==> src/rtl/wbvio_sequencer.sv <==
// Command sequencer driving the VIO-to-WISHBONE bridge go/lock/done/err handshake.
// Define WBVIO_SEQ_RSP_FIFO_EN for a 4-entry response FIFO; default is a single holding register.
module wbvio_sequencer #(
  parameter int unsigned TIMEOUT_CYCLES = 1023,
  parameter int unsigned ADR_W          = 20
) (
  input  logic             clk_i,
  input  logic             rst_n_i,
  input  logic             cmd_valid_i,
  output logic             cmd_ready_o,
  input  logic             cmd_we_i,
  input  logic [ADR_W-1:0] cmd_adr_i,
  input  logic [31:0]      cmd_dat_i,
  input  logic             cmd_lock_i,
  output logic             rsp_valid_o,
  input  logic             rsp_ready_i,
  output logic [31:0]      rsp_dat_o,
  output logic             rsp_err_o,
  output logic             rsp_tmo_o,
  output logic [31:0]      wbvio_dat_o,
  output logic [ADR_W-1:0] wbvio_adr_o,
  output logic             wbvio_we_o,
  output logic             wbvio_go_o,
  output logic             wbvio_lock_o,
  input  logic [31:0]      wbvio_dat_i,
  input  logic             wbvio_done_i,
  input  logic             wbvio_err_i
);

  typedef enum logic [1:0] {S_IDLE, S_BUSY, S_REARM} state_t;

  localparam logic [15:0] TMO_LAST = 16'(TIMEOUT_CYCLES - 1);

  state_t             state_q, state_d;
  logic [15:0]        cnt_q, cnt_d;
  logic               we_q, we_d;
  logic [ADR_W-1:0]   adr_q, adr_d;
  logic [31:0]        dat_q, dat_d;
  logic               go_q, go_d;
  logic               lock_q, lock_d;
  logic               keep_lock_q, keep_lock_d;

  logic               slot_free;
  logic               cmd_acc;
  logic               pop;
  logic               push;
  logic [31:0]        push_dat;
  logic               push_err;
  logic               push_tmo;
  logic               tmo_hit;

  assign cmd_ready_o  = rst_n_i && (state_q == S_IDLE) && slot_free;
  assign cmd_acc      = cmd_valid_i && cmd_ready_o;
  assign pop          = rsp_valid_o && rsp_ready_i;
  assign tmo_hit      = !wbvio_done_i && !wbvio_err_i && (cnt_q == TMO_LAST);

  assign wbvio_we_o   = we_q;
  assign wbvio_adr_o  = adr_q;
  assign wbvio_dat_o  = dat_q;
  assign wbvio_go_o   = go_q;
  assign wbvio_lock_o = lock_q;

  always_comb begin
    state_d     = state_q;
    cnt_d       = cnt_q;
    we_d        = we_q;
    adr_d       = adr_q;
    dat_d       = dat_q;
    go_d        = go_q;
    lock_d      = lock_q;
    keep_lock_d = keep_lock_q;
    push        = 1'b0;
    push_dat    = 32'd0;
    push_err    = 1'b0;
    push_tmo    = 1'b0;
    case (state_q)
      S_IDLE: begin
        if (cmd_acc) begin
          we_d        = cmd_we_i;
          adr_d       = cmd_adr_i;
          dat_d       = cmd_dat_i;
          keep_lock_d = cmd_lock_i;
          go_d        = 1'b1;
          lock_d      = 1'b1;
          cnt_d       = 16'd0;
          state_d     = S_BUSY;
        end
      end
      S_BUSY: begin
        cnt_d = cnt_q + 16'd1;
        if (wbvio_done_i) begin
          push     = 1'b1;
          push_dat = we_q ? 32'd0 : wbvio_dat_i;
        end else if (wbvio_err_i) begin
          push     = 1'b1;
          push_err = 1'b1;
        end else if (tmo_hit) begin
          push     = 1'b1;
          push_tmo = 1'b1;
        end
        if (push) begin
          go_d    = 1'b0;
          lock_d  = keep_lock_q && !tmo_hit;
          cnt_d   = 16'd0;
          state_d = S_REARM;
        end
      end
      S_REARM: begin
        // Wait for the bridge to drop done/err so the next go is a clean rising edge.
        if (!wbvio_done_i && !wbvio_err_i) state_d = S_IDLE;
      end
      default: state_d = S_IDLE;
    endcase
  end

  always_ff @(posedge clk_i) begin
    if (!rst_n_i) begin
      state_q     <= S_IDLE;
      cnt_q       <= 16'd0;
      we_q        <= 1'b0;
      adr_q       <= '0;
      dat_q       <= 32'd0;
      go_q        <= 1'b0;
      lock_q      <= 1'b0;
      keep_lock_q <= 1'b0;
    end else begin
      state_q     <= state_d;
      cnt_q       <= cnt_d;
      we_q        <= we_d;
      adr_q       <= adr_d;
      dat_q       <= dat_d;
      go_q        <= go_d;
      lock_q      <= lock_d;
      keep_lock_q <= keep_lock_d;
    end
  end

`ifdef WBVIO_SEQ_RSP_FIFO_EN
  logic [33:0] fifo_q [4];
  logic [1:0]  wr_ptr_q, wr_ptr_d;
  logic [1:0]  rd_ptr_q, rd_ptr_d;
  logic [2:0]  count_q, count_d;

  assign slot_free   = (count_q < 3'd4);
  assign rsp_valid_o = (count_q != 3'd0);
  assign {rsp_dat_o, rsp_err_o, rsp_tmo_o} = rsp_valid_o ? fifo_q[rd_ptr_q] : 34'd0;

  always_comb begin
    wr_ptr_d = push ? wr_ptr_q + 2'd1 : wr_ptr_q;
    rd_ptr_d = pop  ? rd_ptr_q + 2'd1 : rd_ptr_q;
    count_d  = count_q;
    if (push && !pop)      count_d = count_q + 3'd1;
    else if (!push && pop) count_d = count_q - 3'd1;
  end

  always_ff @(posedge clk_i) begin
    if (!rst_n_i) begin
      wr_ptr_q <= 2'd0;
      rd_ptr_q <= 2'd0;
      count_q  <= 3'd0;
    end else begin
      wr_ptr_q <= wr_ptr_d;
      rd_ptr_q <= rd_ptr_d;
      count_q  <= count_d;
    end
  end

  always_ff @(posedge clk_i) begin
    if (push) fifo_q[wr_ptr_q] <= {push_dat, push_err, push_tmo};
  end
`else
  logic        rsp_valid_q, rsp_valid_d;
  logic [33:0] rsp_q, rsp_d;

  // A same-cycle pop frees the register, so a new command can be accepted.
  assign slot_free   = !rsp_valid_q || rsp_ready_i;
  assign rsp_valid_o = rsp_valid_q;
  assign {rsp_dat_o, rsp_err_o, rsp_tmo_o} = rsp_q;

  always_comb begin
    rsp_valid_d = rsp_valid_q;
    rsp_d       = rsp_q;
    if (push) begin
      rsp_valid_d = 1'b1;
      rsp_d       = {push_dat, push_err, push_tmo};
    end else if (pop) begin
      rsp_valid_d = 1'b0;
    end
  end

  always_ff @(posedge clk_i) begin
    if (!rst_n_i) begin
      rsp_valid_q <= 1'b0;
      rsp_q       <= 34'd0;
    end else begin
      rsp_valid_q <= rsp_valid_d;
      rsp_q       <= rsp_d;
    end
  end
`endif

endmodule

==> config.mk <==
export PLATFORM = sky130hd
export DESIGN_NAME = wbvio_sequencer
export DESIGN_NICKNAME = d
export VERILOG_FILES = /design/src/rtl/wbvio_sequencer.sv
export SDC_FILE = /design/constraint.sdc
export NUM_CORES = 1
export LEC_CHECK = 0
export BUFFER_PORTS_ARGS = -buffer_cell sky130_fd_sc_hd__buf_2
export CAP_MARGIN = 30
export CORE_ASPECT_RATIO = 0.75
export CORE_UTILIZATION = 40
export CTS_BUF_LIST = sky130_fd_sc_hd__clkbuf_4 sky130_fd_sc_hd__clkbuf_8 sky130_fd_sc_hd__clkbuf_16
export DETAILED_ROUTE_END_ITERATION = 12
export PLACE_DENSITY = 0.67
export SETUP_SLACK_MARGIN = 0.3
export SYNTH_ARGS = -nofsm -noshare
export SYNTH_HDL_FRONTEND = slang
export SYNTH_SLANG_ARGS = --single-unit
==> constraint.sdc <==
create_clock -name clk_i -period 2.1 [get_ports clk_i]
set_clock_uncertainty 0.2 [all_clocks]
set_input_delay 0.105 -clock clk_i [delete_from_list [all_inputs] [get_ports clk_i]]
set_output_delay 0.105 -clock clk_i [all_outputs]
set_load 0.01 [all_outputs]
==> metrics.md, run 1 <==
| Metric | Value |
|---|---|
| Cell types with the highest counts after synthesis | `sky130_fd_sc_hd__dfxtp_1, sky130_fd_sc_hd__mux2i_1, sky130_fd_sc_hd__nand2_1, sky130_fd_sc_hd__nor2_1, sky130_fd_sc_hd__clkbuf_1` |
| Max stage delay on crit path | `0.33 ns` |
| Number of antenna violations at the first check in global routing | `0` |
| FMAX | `501.7 MHz` |
| Final weighted congestion in routability-driven placement | `0.7644` |
| Largest fanout of any net on the critical path | `9` |
| Number of vias in the routed layout | `4727` |
| Classification of the worst setup path | `register to register` |
| GRT Util Overall | `24.50%` |
| Floorplan die height | `93.15 um` |
| Number of buffers created by CTS | `9` |
| Cell family with most CP delay | `simple AND/OR/NAND/NOR gates` |
| Post-Route Utilization | `69.93%` |
| Clock insertion delay at the later pin of the skew report | `0.35 ns` |
| Post-synthesis cell area | `4430 um^2` |
| Cell count of the worst reg-to-reg path | `8` |
| Number of remaining DRC errors | `0` |
| Final Max Slew Viols | `0` |
| Critical path startpoint | `cnt_q[0]` |
| Synthesized netlist net count | `559` |
| Power per standard cell area | `640.0 nW/um^2` |
| Minimum period implied by the final worst setup slack | `1.993 ns` |
| CTS tree | `done` |
| Post-synth ARST share | `0%` |
| H-tree level count | `3` |
| Inserted Diodes | `0` |
| Tightest slew margin relative to the limit | `67.90%` |
| Starting utilization of the core area | `42.07%` |
| Tcrit/Tclk final | `94.92%` |
| Cell at the root of the clock tree | `sky130_fd_sc_hd__clkbuf_16` |
| Proportion of layout cells with a drive suffix above 1 | `36.98%` |
| FILL cells | `723` |
| Critical Path Start Type | `register` |
| HPWL after DPL | `7.819 mm` |
| Total wire length | `15.42 mm` |
| Remaining global-route overflow | `0` |
| Path category of the worst min-delay check | `primary input to register` |
| Total number of placement rows | `32` |
| Flip-flop and latch count after synthesis | `109` |
| Proportion of power drawn by the clock network | `37.6%` |
| Number of DRC markers after the initial detailed-route iteration | `272` |
| First-pass GRT wire length | `22.08 mm` |
| Total of buffers placed on input and output ports | `182` |
| Leakage Power | `0.003479 uW` |
| Post-synth top flop | `sky130_fd_sc_hd__dfxtp_1` |
| Relative contribution of sequential cells to total power | `46.3%` |
| Reg-to-Reg Start | `cnt_q[0]` |
| Average instance area after synthesis | `9.528 um^2` |
| Library cell occupying the most area in the post-synthesis netlist | `sky130_fd_sc_hd__dfxtp_1` |
| Post-detailed-route via-to-cell ratio | `5.229` |
| Clock net sink count | `109` |
| Internal power consumption | `3557 uW` |
| Horizontal extent of the die | `123.5 um` |
| Setup repair after global routing missed its margin | `yes` |
| Number of failing hold endpoints at the final stage | `0` |
| Critical hold path startpoint | `wbvio_err_i` |
| Transition time at the pin with the least slew margin | `0.4792 ns` |
| Crit. End Element | `register` |
| Run status | `finished clean` |
| Yosys warns | `0` |
| Yosys cell types | `44` |
| Flop-to-flop setup slack | `0.11 ns` |
| Top-count cell post-synth | `sky130_fd_sc_hd__dfxtp_1` |
| Critical Path, Cell by Cell | `inv_2 > ha_4 > nor4b_4 > nand4bb_4 > a21oi_4 > buf_4 > clkbuf_16 > mux2i_1` |
| Net switching share of the total power | `24.53%` |
| Die ar. | `11510 um^2` |
| Via count of the first global-routing pass | `4633` |
| Final standard cell area without fillers | `7363 um^2` |
| Sum of buffers and inverters on the critical path | `3` |
| Endpoint required time on the critical path | `2.17 ns` |
| Sequential area share after synthesis | `49.25%` |
| Maximum vdd ir drop | `407.6 uV` |
| FF/Latch Area | `2205 um^2` |
| Routed Antenna Nets | `0` |
| Detail-routed net length per standard cell | `17.05 um` |
| Dpl cell area | `5548 um^2` |
| Core box area | `10530 um^2` |
| Area growth from synthesis to layout | `66.20%` |
| Final critical-path setup slack | `0.1067 ns` |
| Hold path depth | `4` |
| Total stage count of the critical path | `8` |
| Post-layout power | `4713 uW` |
| Maximum number of pins on one net before global-route repair | `38` |
| Combinational cell fraction of total power | `16.1%` |
| Top-level I/O count | `183` |
| Number of standard cells after synthesis | `465` |
| Arrival time reported for the critical path endpoint | `2.07 ns` |
| Reported net switching power | `1156 uW` |
| Share of Yosys cell area claimed by the top area cell type | `49.25%` |
| Final setup violation count | `0` |
| Setup TNS after final layout | `0 ns` |
| Maximum Capacitance Violations | `0` |
| Number of synthesized flops with an enable pin | `0` |
| Synth top area cells | `sky130_fd_sc_hd__dfxtp_1, sky130_fd_sc_hd__mux2i_1, sky130_fd_sc_hd__nand2_1` |
| DP Worst Slack | `0.03111 ns` |
| Clock edge transition at the registers on the reported setup and hold paths | `0.07 ns` |
| 1st-pass router iterations | `5` |
| Number of nets at the end of the flow | `857` |
| Buffers from clock root to sink, at most | `2` |
| Cell with the biggest individual delay on the critical path | `sky130_fd_sc_hd__dfxtp_2` |
| Total area of multi-input combinational cells | `2233 um^2` |
-- metal layers --
layer / global-route usage [%] / routed length [um]
met1: 27.71 / 6150
met2: 43.02 / 7976
met3: 6.829 / 758
met4: 10.24 / 531
met5: 0 / 0
-- repair_timing --
item | in CTS | in global routing
setup endpoints to repair | 109 | 109
hold buffers | 93 | 0
pin swaps | 3 | 9
endpoints found under the hold margin | 93 | 0
gates cloned | 4 | 7
gates resized for setup | 12 | 46
setup buffers | 7 | 6
-- metrics by stage --
step,hold WS (ns),cells
final,0.03993,904
after detailed placement,0.1407,772
after global routing,0.06283,904
after global placement,0.1326,772
after CTS,0.09080,892
after floorplan,0.03397,465
-- flip-flops by register name, summed over array words and instances (netlist names) --
name	flops
wbvio_adr_o	20
rsp_valid_o	1
keep_lock_q	1
wbvio_we_o	1
rsp_q	34
state_q	2
cnt_q	16
wbvio_lock_o	1
wbvio_go_o	1
wbvio_dat_o	32
-- cells by family (layout without fill, tap and decap cells) --
kind of cell,after synthesis,in the layout,share of synthesized area [%]
adders and majority gates,2,2,0.5647
muxes,86,86,19.43
DFF,109,109,49.25
and+or+nand+nor,177,178,17.99
AOI/OAI and AO/OA,47,47,7.032
xor gates and xnor gates,3,3,0.5932
buffers and inverters,41,343,5.140
-- placed cells by master, fill, tap and decap left out, drive strengths merged, types with 4 or more instances in the layout --
cell type and count:
o211ai 4, nand3 15, nor4 4, clkbuf 17, nor3 4, mux2i 86
inv 12, a31oi 14, a21oi 7, dlygate4sd3 91, o22ai 4, o21ai 6
buf 220, nand2 74, dfxtp 109, nor2 58
-- power by group through the flow --
stage | Combinational (uW) | Clock, uW | Sequential (uW)
global placement | 476 | 0 | 2220
floorplan | 257 | 0 | 2260
global route | 811 | 1890 | 2190
finish | 760 | 1770 | 2180
detailed placement | 486 | 0 | 2230
CTS | 668 | 1790 | 2180
-- worst reg2reg max path: stages, from the launching register on --
cell and delay [ns]:
sky130_fd_sc_hd__dfxtp_2 0.33, sky130_fd_sc_hd__inv_2 0.08, sky130_fd_sc_hd__ha_4 0.13, sky130_fd_sc_hd__nor4b_4 0.27, sky130_fd_sc_hd__nand4bb_4 0.17, sky130_fd_sc_hd__a21oi_4 0.19
sky130_fd_sc_hd__buf_4 0.18, sky130_fd_sc_hd__clkbuf_16 0.17, sky130_fd_sc_hd__mux2i_1 0.21
-- path summary, 6_finish.rpt --
kind | to
setup / recovery | rsp_q[19]
hold / removal | state_q[0]
setup reg to reg | rsp_q[19]
hold reg to reg | rsp_q[27]
-- area by class of cell --
class | instances | share of cell area, %
repair buffers | 317 | 32.71
clock buffers | 12 | 3.449
flip-flops and latches | 109 | 29.94
well taps | 136 | 2.311
clock inverters | 4 | 0.7477
multi-input cells | 316 | 30.33
inverters | 10 | 0.5098
(Power assumes the default switching activity.)
==> inputs of run 2 (changes only) <==
CORE_UTILIZATION = 43   (was 40)
PLACE_DENSITY = 0.72   (was 0.67)
==> run 2 against run 1 <==
Against the previous run:
- utilization is 5.2 points higher
- cell count shrank 1.0%
- via count is 3.0% higher
- critical path depth shrank 3
- setup slack worse by 0.033 ns
- non-clock buffer count down 3
- total power decreased by 3.3%
- first-iteration DRC count is 34% higher
- critical path type unchanged
- clock-buffer cell count shrank 1
- final area is 0.10% higher
- critical endpoint is now wbvio_dat_o[16]
- clock power is 8% lower
- die area shrank 6.8%
==> metrics.md, run 2 (synthesis results as in run 1) <==
| Metric | Value |
|---|---|
| Run status | `finished clean (unchanged)` |
| Critical Path, Cell by Cell | `nand2b_4 > or4b_4 > clkbuf_16 > mux2i_1 > nor2_1 (was inv_2 > ha_4 > nor4b_4 > nand4bb_4 > a21oi_4 > buf_4 > clkbuf_16 > mux2i_1)` |
| FMAX | `493.4 MHz (was 501.7 MHz)` |
| Maximum Capacitance Violations | `0 (unchanged)` |
| Area growth from synthesis to layout | `66.37% (was 66.20%)` |
| Number of DRC markers after the initial detailed-route iteration | `365 (was 272)` |
| Max stage delay on crit path | `0.60 ns (was 0.33 ns)` |
| Routed Antenna Nets | `0 (unchanged)` |
| Final weighted congestion in routability-driven placement | `0.8601 (was 0.7644)` |
| Minimum period implied by the final worst setup slack | `2.027 ns (was 1.993 ns)` |
| Core box area | `9813 um^2 (was 10530 um^2)` |
| Clock insertion delay at the later pin of the skew report | `0.35 ns (about the same)` |
| Detail-routed net length per standard cell | `18.56 um (was 17.05 um)` |
| Buffers from clock root to sink, at most | `2 (unchanged)` |
| Via count of the first global-routing pass | `4673 (was 4633)` |
| Maximum number of pins on one net before global-route repair | `59 (was 38)` |
| Total of buffers placed on input and output ports | `182 (unchanged)` |
| Clock edge transition at the registers on the reported setup and hold paths | `0.07 ns (about the same)` |
| Total area of multi-input combinational cells | `2326 um^2 (was 2233 um^2)` |
| Most frequent cells in the layout | `sky130_fd_sc_hd__buf_2, sky130_fd_sc_hd__dfxtp_1, sky130_fd_sc_hd__dlygate4sd3_1 (unchanged)` |
| Arrival time reported for the critical path endpoint | `2.04 ns (was 2.07 ns)` |
| Reg-to-Reg Start | `state_q[1] (was cnt_q[0])` |
| FF/Latch Area | `2213 um^2 (was 2205 um^2)` |
| Starting utilization of the core area | `45.15% (was 42.07%)` |
| Critical hold path startpoint | `wbvio_err_i (unchanged)` |
| Power per standard cell area | `618.0 nW/um^2 (was 640.0 nW/um^2)` |
| Clock net sink count | `109 (unchanged)` |
| Setup TNS after final layout | `0 ns (unchanged)` |
| Cell with the biggest individual delay on the critical path | `sky130_fd_sc_hd__or4b_4 (was sky130_fd_sc_hd__dfxtp_2)` |
| Final setup violation count | `0 (unchanged)` |
| Endpoint required time on the critical path | `2.11 ns (was 2.17 ns)` |
| H-tree level count | `3 (unchanged)` |
| Critical path startpoint | `state_q[1] (was cnt_q[0])` |
| Die ar. | `10720 um^2 (was 11510 um^2)` |
| Cell at the root of the clock tree | `sky130_fd_sc_hd__clkbuf_16 (unchanged)` |
| Number of buffers created by CTS | `9 (unchanged)` |
| Critical Path Start Type | `register (unchanged)` |
| Maximum vdd ir drop | `466.2 uV (was 407.6 uV)` |
| Transition time at the pin with the least slew margin | `0.6217 ns (was 0.4792 ns)` |
| Inserted Diodes | `0 (unchanged)` |
| FILL cells | `581 (was 723)` |
| Number of vias in the routed layout | `4871 (was 4727)` |
| GRT Util Overall | `26.11% (was 24.50%)` |
| Number of nets at the end of the flow | `853 (was 857)` |
| Setup repair after global routing missed its margin | `yes (unchanged)` |
| Max FFs per register | `34 (unchanged)` |
| Number of failing hold endpoints at the final stage | `0 (unchanged)` |
| Number of antenna violations at the first check in global routing | `0 (unchanged)` |
| Proportion of layout cells with a drive suffix above 1 | `37.09% (was 36.98%)` |
| First-pass GRT wire length | `22.32 mm (was 22.08 mm)` |
| Tcrit/Tclk final | `96.51% (was 94.92%)` |
| Post-Route Utilization | `75.11% (was 69.93%)` |
| Path category of the worst min-delay check | `primary input to register (unchanged)` |
| Total number of placement rows | `31 (was 32)` |
| Most common cell after layout, fill and taps aside | `sky130_fd_sc_hd__buf_2 (unchanged)` |
| Post-detailed-route via-to-cell ratio | `5.442 (was 5.229)` |
| Top-level I/O count | `183 (unchanged)` |
| Largest fanout of any net on the critical path | `18 (was 9)` |
| Total wire length | `16.61 mm (was 15.42 mm)` |
| Number of remaining DRC errors | `0 (unchanged)` |
| 1st-pass router iterations | `5 (unchanged)` |
| Final Max Slew Viols | `0 (unchanged)` |
| CTS tree | `done (unchanged)` |
| Floorplan die height | `89.91 um (was 93.15 um)` |
| Tightest slew margin relative to the limit | `58.28% (was 67.90%)` |
| Crit. End Element | `register (unchanged)` |
| HPWL after DPL | `8.201 mm (was 7.819 mm)` |
| Horizontal extent of the die | `119.2 um (was 123.5 um)` |
| Register containing the most flip-flops in the final layout | `rsp_q (unchanged)` |
| Classification of the worst setup path | `register to register (unchanged)` |
| Final worst hold slack | `0.03799 ns (was 0.03993 ns)` |
| Leakage Power | `0.003454 uW (was 0.003479 uW)` |
| Remaining global-route overflow | `0 (unchanged)` |
==> run 2: per-stage QoR <==
stage | cells | cell area (um^2) | total power [uW] | worst slack, ns
after floorplan | 465 | 4488 | 2516 | 0.1965
after global placement | 768 | 5530 | 2697 | 0.1856
after detailed placement | 769 | 5538 | 2715 | 0.1250
after CTS | 883 | 6932 | 4469 | 0.1945
after global routing | 895 | 7371 | 4709 | 0.006210
final | 895 | 7371 | 4555 | 0.07333
==> run 2: critical path: cells and delay by family, from the launching register on <==
kind | cells | cell delay (ns)
and+or+nand+nor | 3 | 0.82
DFF | 1 | 0.37
buffers and inverters | 1 | 0.25
muxes | 1 | 0.23
==> run 2: where the power goes <==
part	switching (uW)	internal, uW	leakage, uW
Sequential	46.5	2130	0.000893
Clock	774	856	0.000137
Combinational	343	403	0.00242
Total	1160	3390	0.00345
==> run 2: worst paths after layout <==
| path | slack [ns] | endpoint | cells after the start |
|---|---|---|---|
| worst max-delay path | 0.07 | wbvio_dat_o[16] | 5 |
| worst min-delay path | 0.04 | state_q[0] | 4 |
| worst min register to register | 0.26 | rsp_q[30] | 2 |
| worst max register to register | 0.07 | wbvio_dat_o[16] | 5 |
==> run 2: final cells by class <==
class / count / area share, %
Inverter: 10 / 0.5093
Multi-Input combinational cell: 315 / 31.56
Sequential cell: 109 / 30.03
Tap cell: 132 / 2.241
Clock buffer: 11 / 3.344
Timing Repair Buffer: 314 / 31.88
Clock inverter: 4 / 0.4414
==> run 2: repair_timing <==
item                                   in CTS  in global routing
setup endpoints to repair                 106                106
gates cloned                                3                  5
resized for setup                          22                 50
hold buffers                               91                  0
endpoints found under the hold margin      91                  0
setup buffers                               5                  7
pin swaps                                   3                  8
==> run 2: layer usage <==
metal	vias to the layer above	global-route usage (%)	wire, um
li1	2199	-	-
met1	2298	29.07	6283
met2	286	45.98	8312
met3	88	7.234	1213
met4	0	12.13	803
met5	-	0	0
